<file path="src/rtl/ntr_cmd_engine.sv">
// NTR cartridge-bus slave engine. Everything runs on the system clock:
// ntr_clk/ntr_cs1 are oversampled, a fixed-length command is shifted in,
// and a host-sized stream of response words is played back one byte per
// bus clock through a two-word prefetch buffer.
module ntr_cmd_engine #(
    parameter int          CMD_BYTES     = 8,
    parameter int          SYNC_STAGES   = 2,
    parameter int          LEN_W         = 16,
    parameter int          WORD_BYTES    = 4,
    parameter int          MSB_FIRST     = 0,
    parameter logic [7:0]  UNDERRUN_BYTE = 8'hFF
) (
    input  logic                      clk,
    input  logic                      rst_n,
    input  logic                      ntr_clk,
    input  logic                      ntr_cs1,
    input  logic [7:0]                ntr_data_in,
    output logic [7:0]                ntr_data_out,
    output logic                      ntr_data_oe,
    output logic [8*CMD_BYTES-1:0]    command,
    output logic                      cmd_valid,
    input  logic                      resp_ack,
    input  logic [LEN_W-1:0]          resp_len,
    output logic                      word_req,
    input  logic                      word_valid,
    input  logic [8*WORD_BYTES-1:0]   word_data,
    output logic                      underrun,
    output logic                      busy
);

    localparam int CW = (CMD_BYTES  > 1) ? $clog2(CMD_BYTES)  : 1;
    localparam int BW = (WORD_BYTES > 1) ? $clog2(WORD_BYTES) : 1;
    localparam int WW = 8*WORD_BYTES;

    typedef enum logic [2:0] {S_IDLE, S_CMD, S_DECODE, S_RESP, S_DRAIN} state_e;

    // ---------------- bus synchronisers ----------------
    logic [SYNC_STAGES-1:0] clk_sync_q, cs_sync_q, sync_vld_q;
    logic                   clk_prev_q, cs_prev_q, arm_q;
    logic                   clk_s, cs_s, rise, cs_rise;

    assign clk_s   = clk_sync_q[SYNC_STAGES-1];
    assign cs_s    = cs_sync_q[SYNC_STAGES-1];
    assign rise    = clk_s & ~clk_prev_q;
    assign cs_rise = cs_s & ~cs_prev_q;

    // Synchronise bus clock/select; arm only once a genuine cs1-high sample has
    // been seen, so a reset with cs1 held low cannot start a capture.
    always_ff @(posedge clk or negedge rst_n) begin
        if (!rst_n) begin
            clk_sync_q <= '1;
            cs_sync_q  <= '1;
            sync_vld_q <= '0;
            clk_prev_q <= 1'b1;
            cs_prev_q  <= 1'b1;
            arm_q      <= 1'b0;
        end else begin
            clk_sync_q <= {clk_sync_q[SYNC_STAGES-2:0], ntr_clk};
            cs_sync_q  <= {cs_sync_q[SYNC_STAGES-2:0], ntr_cs1};
            sync_vld_q <= {sync_vld_q[SYNC_STAGES-2:0], 1'b1};
            clk_prev_q <= clk_s;
            cs_prev_q  <= cs_s;
            if (sync_vld_q[SYNC_STAGES-1] && cs_s)
                arm_q <= 1'b1;
        end
    end

    // ---------------- engine state ----------------
    state_e                 state_q, state_d;
    logic [CW-1:0]          cmd_cnt_q, cmd_cnt_d;
    logic [8*CMD_BYTES-1:0] command_q, command_d;
    logic                   underrun_q, underrun_d;
    logic [LEN_W-1:0]       req_cnt_q, req_cnt_d, cons_cnt_q, cons_cnt_d;
    logic [WW-1:0]          mem_q [2];
    logic                   rd_ptr_q, rd_ptr_d, wr_ptr_q, wr_ptr_d;
    logic [1:0]             fill_q, fill_d;
    logic [BW-1:0]          bidx_q, bidx_d, sel_b;
    logic                   cmd_valid_q, cmd_valid_d;
    logic [7:0]             dout_q, dout_d;
    logic                   oe_q, oe_d;
    logic                   push, pop;
    logic [WW-1:0]          head_w;

    // A slot is offered only while words are still owed and no deselect is landing.
    assign word_req = (state_q == S_RESP) && (fill_q != 2'd2) &&
                      (req_cnt_q != '0) && !cs_rise;
    assign push     = word_req & word_valid;

    // Next-state, counters, buffer pointers and registered pad outputs.
    always_comb begin
        state_d     = state_q;
        cmd_cnt_d   = cmd_cnt_q;
        command_d   = command_q;
        underrun_d  = underrun_q;
        req_cnt_d   = req_cnt_q;
        cons_cnt_d  = cons_cnt_q;
        rd_ptr_d    = rd_ptr_q;
        wr_ptr_d    = wr_ptr_q;
        bidx_d      = bidx_q;
        pop         = 1'b0;
        head_w      = '0;
        sel_b       = '0;
        dout_d      = 8'h00;

        case (state_q)
            S_IDLE: begin
                if (arm_q && !cs_s) begin
                    state_d    = S_CMD;
                    cmd_cnt_d  = '0;
                    underrun_d = 1'b0;
                end
            end
            S_CMD: begin
                if (rise) begin
                    command_d[{cmd_cnt_q, 3'b000} +: 8] = ntr_data_in;
                    if (cmd_cnt_q == CW'(CMD_BYTES-1))
                        state_d = S_DECODE;
                    else
                        cmd_cnt_d = cmd_cnt_q + CW'(1);
                end
            end
            S_DECODE: begin
                // Host has not answered yet: the byte the bus clocks out is junk.
                if (rise)
                    underrun_d = 1'b1;
                if (resp_ack) begin
                    req_cnt_d  = resp_len;
                    cons_cnt_d = resp_len;
                    state_d    = (resp_len == '0) ? S_DRAIN : S_RESP;
                end
            end
            S_RESP: begin
                if (rise) begin
                    if (fill_q != 2'd0) begin
                        if (bidx_q == BW'(WORD_BYTES-1)) begin
                            pop    = 1'b1;
                            bidx_d = '0;
                            if (cons_cnt_q != '0)
                                cons_cnt_d = cons_cnt_q - LEN_W'(1);
                            if (cons_cnt_q == LEN_W'(1))
                                state_d = S_DRAIN;
                        end else begin
                            bidx_d = bidx_q + BW'(1);
                        end
                    end else begin
                        underrun_d = 1'b1;
                    end
                end
            end
            default: ;
        endcase

        if (push) begin
            wr_ptr_d = ~wr_ptr_q;
            if (req_cnt_q != '0)
                req_cnt_d = req_cnt_q - LEN_W'(1);
        end
        if (pop)
            rd_ptr_d = ~rd_ptr_q;
        fill_d = fill_q + {1'b0, push} - {1'b0, pop};

        // Deselect wins over everything; underrun is deliberately kept.
        if (cs_rise) begin
            state_d  = S_IDLE;
            fill_d   = 2'd0;
            rd_ptr_d = 1'b0;
            wr_ptr_d = 1'b0;
            bidx_d   = '0;
        end

        // Head word after this cycle's update; a word being pushed straight
        // into the head slot bypasses the buffer so it is visible at once.
        head_w = (push && (wr_ptr_q == rd_ptr_d)) ? word_data : mem_q[rd_ptr_d];
        sel_b  = (MSB_FIRST != 0) ? (BW'(WORD_BYTES-1) - bidx_d) : bidx_d;

        cmd_valid_d = (state_d == S_DECODE);
        oe_d        = (state_d == S_DECODE) || (state_d == S_RESP) || (state_d == S_DRAIN);
        case (state_d)
            S_DECODE, S_DRAIN: dout_d = UNDERRUN_BYTE;
            S_RESP:            dout_d = (fill_d != 2'd0) ? head_w[{sel_b, 3'b000} +: 8]
                                                          : UNDERRUN_BYTE;
            default:           dout_d = 8'h00;
        endcase
    end

    // State and control registers.
    always_ff @(posedge clk or negedge rst_n) begin
        if (!rst_n) begin
            state_q     <= S_IDLE;
            cmd_cnt_q   <= '0;
            command_q   <= '0;
            underrun_q  <= 1'b0;
            req_cnt_q   <= '0;
            cons_cnt_q  <= '0;
            rd_ptr_q    <= 1'b0;
            wr_ptr_q    <= 1'b0;
            fill_q      <= 2'd0;
            bidx_q      <= '0;
            cmd_valid_q <= 1'b0;
            dout_q      <= 8'h00;
            oe_q        <= 1'b0;
        end else begin
            state_q     <= state_d;
            cmd_cnt_q   <= cmd_cnt_d;
            command_q   <= command_d;
            underrun_q  <= underrun_d;
            req_cnt_q   <= req_cnt_d;
            cons_cnt_q  <= cons_cnt_d;
            rd_ptr_q    <= rd_ptr_d;
            wr_ptr_q    <= wr_ptr_d;
            fill_q      <= fill_d;
            bidx_q      <= bidx_d;
            cmd_valid_q <= cmd_valid_d;
            dout_q      <= dout_d;
            oe_q        <= oe_d;
        end
    end

    // Prefetch storage; contents are qualified by fill_q so no reset is needed.
    always_ff @(posedge clk) begin
        if (push)
            mem_q[wr_ptr_q] <= word_data;
    end

    assign command      = command_q;
    assign cmd_valid    = cmd_valid_q;
    assign underrun     = underrun_q;
    assign busy         = (state_q != S_IDLE);
    assign ntr_data_out = dout_q;
    assign ntr_data_oe  = oe_q;

endmodule

</file>
<file path="config.mk">
export PLATFORM = sky130hd
export DESIGN_NAME = ntr_cmd_engine
export DESIGN_NICKNAME = d
export VERILOG_FILES = /design/src/rtl/ntr_cmd_engine.sv
export SDC_FILE = /design/constraint.sdc
export NUM_CORES = 1
export LEC_CHECK = 0
export BUFFER_PORTS_ARGS = -buffer_cell sky130_fd_sc_hd__clkbuf_2
export CELL_PAD_IN_SITES_DETAIL_PLACEMENT = 0
export CELL_PAD_IN_SITES_GLOBAL_PLACEMENT = 1
export CORE_MARGIN = 2
export CORE_UTILIZATION = 25
export DETAILED_ROUTE_END_ITERATION = 12
export PLACE_DENSITY = 0.48
export REMOVE_ABC_BUFFERS = 1
export SKIP_LAST_GASP = 1
export SYNTH_ARGS = -nofsm -noshare
export SYNTH_HDL_FRONTEND = slang
export SYNTH_SLANG_ARGS = --single-unit
</file>
<file path="constraint.sdc">
create_clock -name clk -period 4.4 [get_ports clk]
set_clock_uncertainty 0.15 [all_clocks]
set_input_delay 0.22 -clock clk [delete_from_list [all_inputs] [get_ports clk]]
set_output_delay 0.22 -clock clk [all_outputs]
set_load 0.01 [all_outputs]
</file>
==> reports/qor.yml <==
status:
  status: "complete, no violations"
global_routing:
  antenna_found_initial: 0
  grt_max_degree: 56
  grt_pass1_vias: 6504
  grt_pass1_wl_um: 38600
  overflow: 0
  grtUsageMet2_pct: 21.7
  grtUsageMet3_pct: 3.14
  top_usage_layer: "met2"
  grt_usage_pct: 13.9
  grt_util_met1_pct: 19.1
cts:
  cts_setup_buffers: 0
  clk_latency_ps: 440
  cts_tree: "yes"
  h-tree-depth: 4
  clock_sinks: 192
  ctsResizeCount: 0
  cts_hold_buf: 54
  cts_made_buffers: 17
  cts.path.max_buffers: 2
  cts-root-buf: "clkbuf_16"
  clk_pin_slew_ps: 70
critical_path:
  critPathKind: "reg -> reg"
  cp.required_ps: 4570
  cpLargestDelayFamily: "simple AND/OR/NAND/NOR gates"
  critPathLaunchType: "flip-flop"
  crit_chain: "inv_1 -> ha_1 -> nor3b_1 -> nand4_1 -> and3_1 -> inv_1 -> ha_1 -> inv_1 -> ha_1 -> xor2_1 -> xnor2_1 -> nor2_1 -> o21ai_0 -> a31o_2 -> a211o_1"
  cpMaxStageDelayCell: "nor3b_1"
  crit_path_end_kind: "flip-flop"
  worstPathArrival_ps: 4050
  worstPathMaxFanout: 11
  path_buf_inv: 3
  cp_slowest_stage_delay_ps: 480
logic_synthesis:
  synth.avg_cell_area_um2: 11.0
  ys_warn_count: 0
  synth.area.top_cells: "dfrtp_1 (35%), edfxtp_1 (22%), o21ai_0 (4.7%)"
  seq_area_frac_synth_pct: 58.7
  ys_types: 56
  ys_dominant_reg_cell: "dfrtp_1"
  synthCells: 796
  async_reset_ff_share_pct: 66.7
  yosys.area.top_type: "dfrtp_1"
  synth-edff-count: 64
  synth.top_cell.area_share_pct: 34.9
  synth_seq_cells: 192
  syn_area_um2: 8750
floorplanning:
  core_area_um2: 34500
  pin_count: 139
  dieHeight_um: 191
  die_width_um: 191
  die_area_um2: 36500
  start_util_pct: 25.4
  rows: 68
cells_and_area:
  fill_cells: 3595
  n_antenna_cell: 0
  drive_gt1_share_pct: 22.5
  nNetsFinal: 1060
  syn2layout_area_growth_pct: 27.1
power_and_ir_drop:
  p_per_area_nw_per_um2: 398
  p_leak_nw: 4.69
  ir_drop_mv: 0.290
  power.total_mw: 4.43
timing:
  fin_tns_setup_ps: 0
  fin_crit_sh_pct: 88.0
  hold_violations: 0
  period_needed_ps: 3870
  relSlewSlack_pct: 41.9
  rsz0062_at_grt: "false"
  slew_viol_final: 0
  worstMarginPinSlew_ps: 865
  setup-violations-final: 0
  layout_setup_ws_ps: 526
  max_clock_freq_mhz: 258
  holdWs_ps: 26.3
detailed_routing:
  vias: 6723
  dr.pass1.iters: 7
  ant_nets: 0
  drt-initial-drc-count: 293
  wirelength_um: 24600
  wl_per_cell_um: 16.9
  vias_per_cell: 4.63
  drc: 0
place:
  pre_cts_slack_ps: 473
  port_buffers: 138
  dp_hpwl_um: 17200
  routabilityCongestion: 0.747
job:
  drv_cap: 0
hold_path:
  hp-class: "in -> reg"
[routing by layer]
metal,up-vias,part of all wire [%]
met5,-,0
met4,0,1.4
met3,21,4.0
met2,167,46
met1,3252,49
li1,3283,-
[flip-flops by register name, indices dropped and copies added, names as in the netlist, 2 cells and up]
signal,count
req_cnt_q,16
cmd_cnt_q,3
fill_q,2
bidx_q,2
mem_q,64
cons_cnt_q,16
state_q,3
clk_sync_q,2
cs_sync_q,2
ntr_data_out,8
sync_vld_q,2
command,64
[report_power, final]
| group | switching [mW] | internal, mW |
|---|---|---|
| sequential | 0.118 | 2.03 |
| clock | 0.773 | 0.795 |
| combinational | 0.412 | 0.300 |
[synthesized netlist by cell type (15+ instances only)]
cell and n:
a21oi_1 35, a211oi_1 30, nor3_1 17, nand2_1 93
mux2i_1 34, nor2b_1 18, dfrtp_1 122, inv_1 20
edfxtp_1 64, o21ai_0 83, nor2_1 71, nand3_1 15
clkbuf_1 26, mux2_2 28
[cell usage in the layout (no fill, tap or decap), types with 7 or more instances in the layout]
master,n
nand3_1,15
a22oi_1,8
inv_1,20
nor2b_1,18
a21oi_1,35
clkbuf_2,137
a211oi_1,30
clkbuf_16,18
dlygate4sd3_1,54
dfrtp_1,122
or3_1,7
buf_4,14
a311oi_1,7
nor3_1,17
mux2i_1,33
edfxtp_1,64
nor2_1,70
nand2_1,93
a211o_1,8
o21ai_0,83
mux2_2,28
nor4_1,12
ha_1,13
[through the flow]
stage | std cells | cell area [um2] | util, %
after floorplan | 760 | 8590 | -
after global placement | 1367 | 9990 | 29.0
after detailed placement | 1367 | 9990 | 29.0
after CTS | 1453 | 11100 | 32.3
after global routing | 1453 | 11100 | 32.3
final | 1453 | 11100 | 32.3
[path summary, 6_finish.rpt]
| path | from | to | slack [ps] | cells after the start |
|---|---|---|---|---|
| min in group asynchronous | rst_n | command[19] | 150 | 2 |
| max in group asynchronous | rst_n | rd_ptr_q | 2970 | 3 |
| min reg2reg | sync_vld_q[0] | sync_vld_q[1] | 200 | 0 |
| max | req_cnt_q[0] | ntr_data_out[0] | 530 | 15 |
| min | resp_len[7] | cons_cnt_q[7] | 30 | 3 |
| max reg2reg | req_cnt_q[0] | ntr_data_out[0] | 530 | 15 |
[cell type report]
type                            instances  area, um2  area share, %
Clock inverter                         13        139           1.25
Inverter                               20       75.1          0.675
Timing Repair Buffer                  206       1340           12.1
Sequential cell                       192       5130           46.2
Multi-Input combinational cell        548       3410           30.6
Clock buffer                           19        454           4.08
Tap cell                              455        569           5.12
[cell families after synthesis]
group / Yosys count / synth area share (%)
adders and majority gates: 13 / 1.86
AOI/OAI and AO/OA: 197 / 14.0
DFF: 192 / 58.7
other: 1 / 0.0429
muxes: 64 / 7.91
xor gates and xnor gates: 3 / 0.300
and+or+nand+nor: 270 / 14.5
buffers and inverters: 56 / 2.69
[worst min-delay path, cell delays in order]
cell and delay [ps]:
clkbuf_2 130, a32oi_1 70, o21ai_0 150
(Power assumes the default switching activity.)
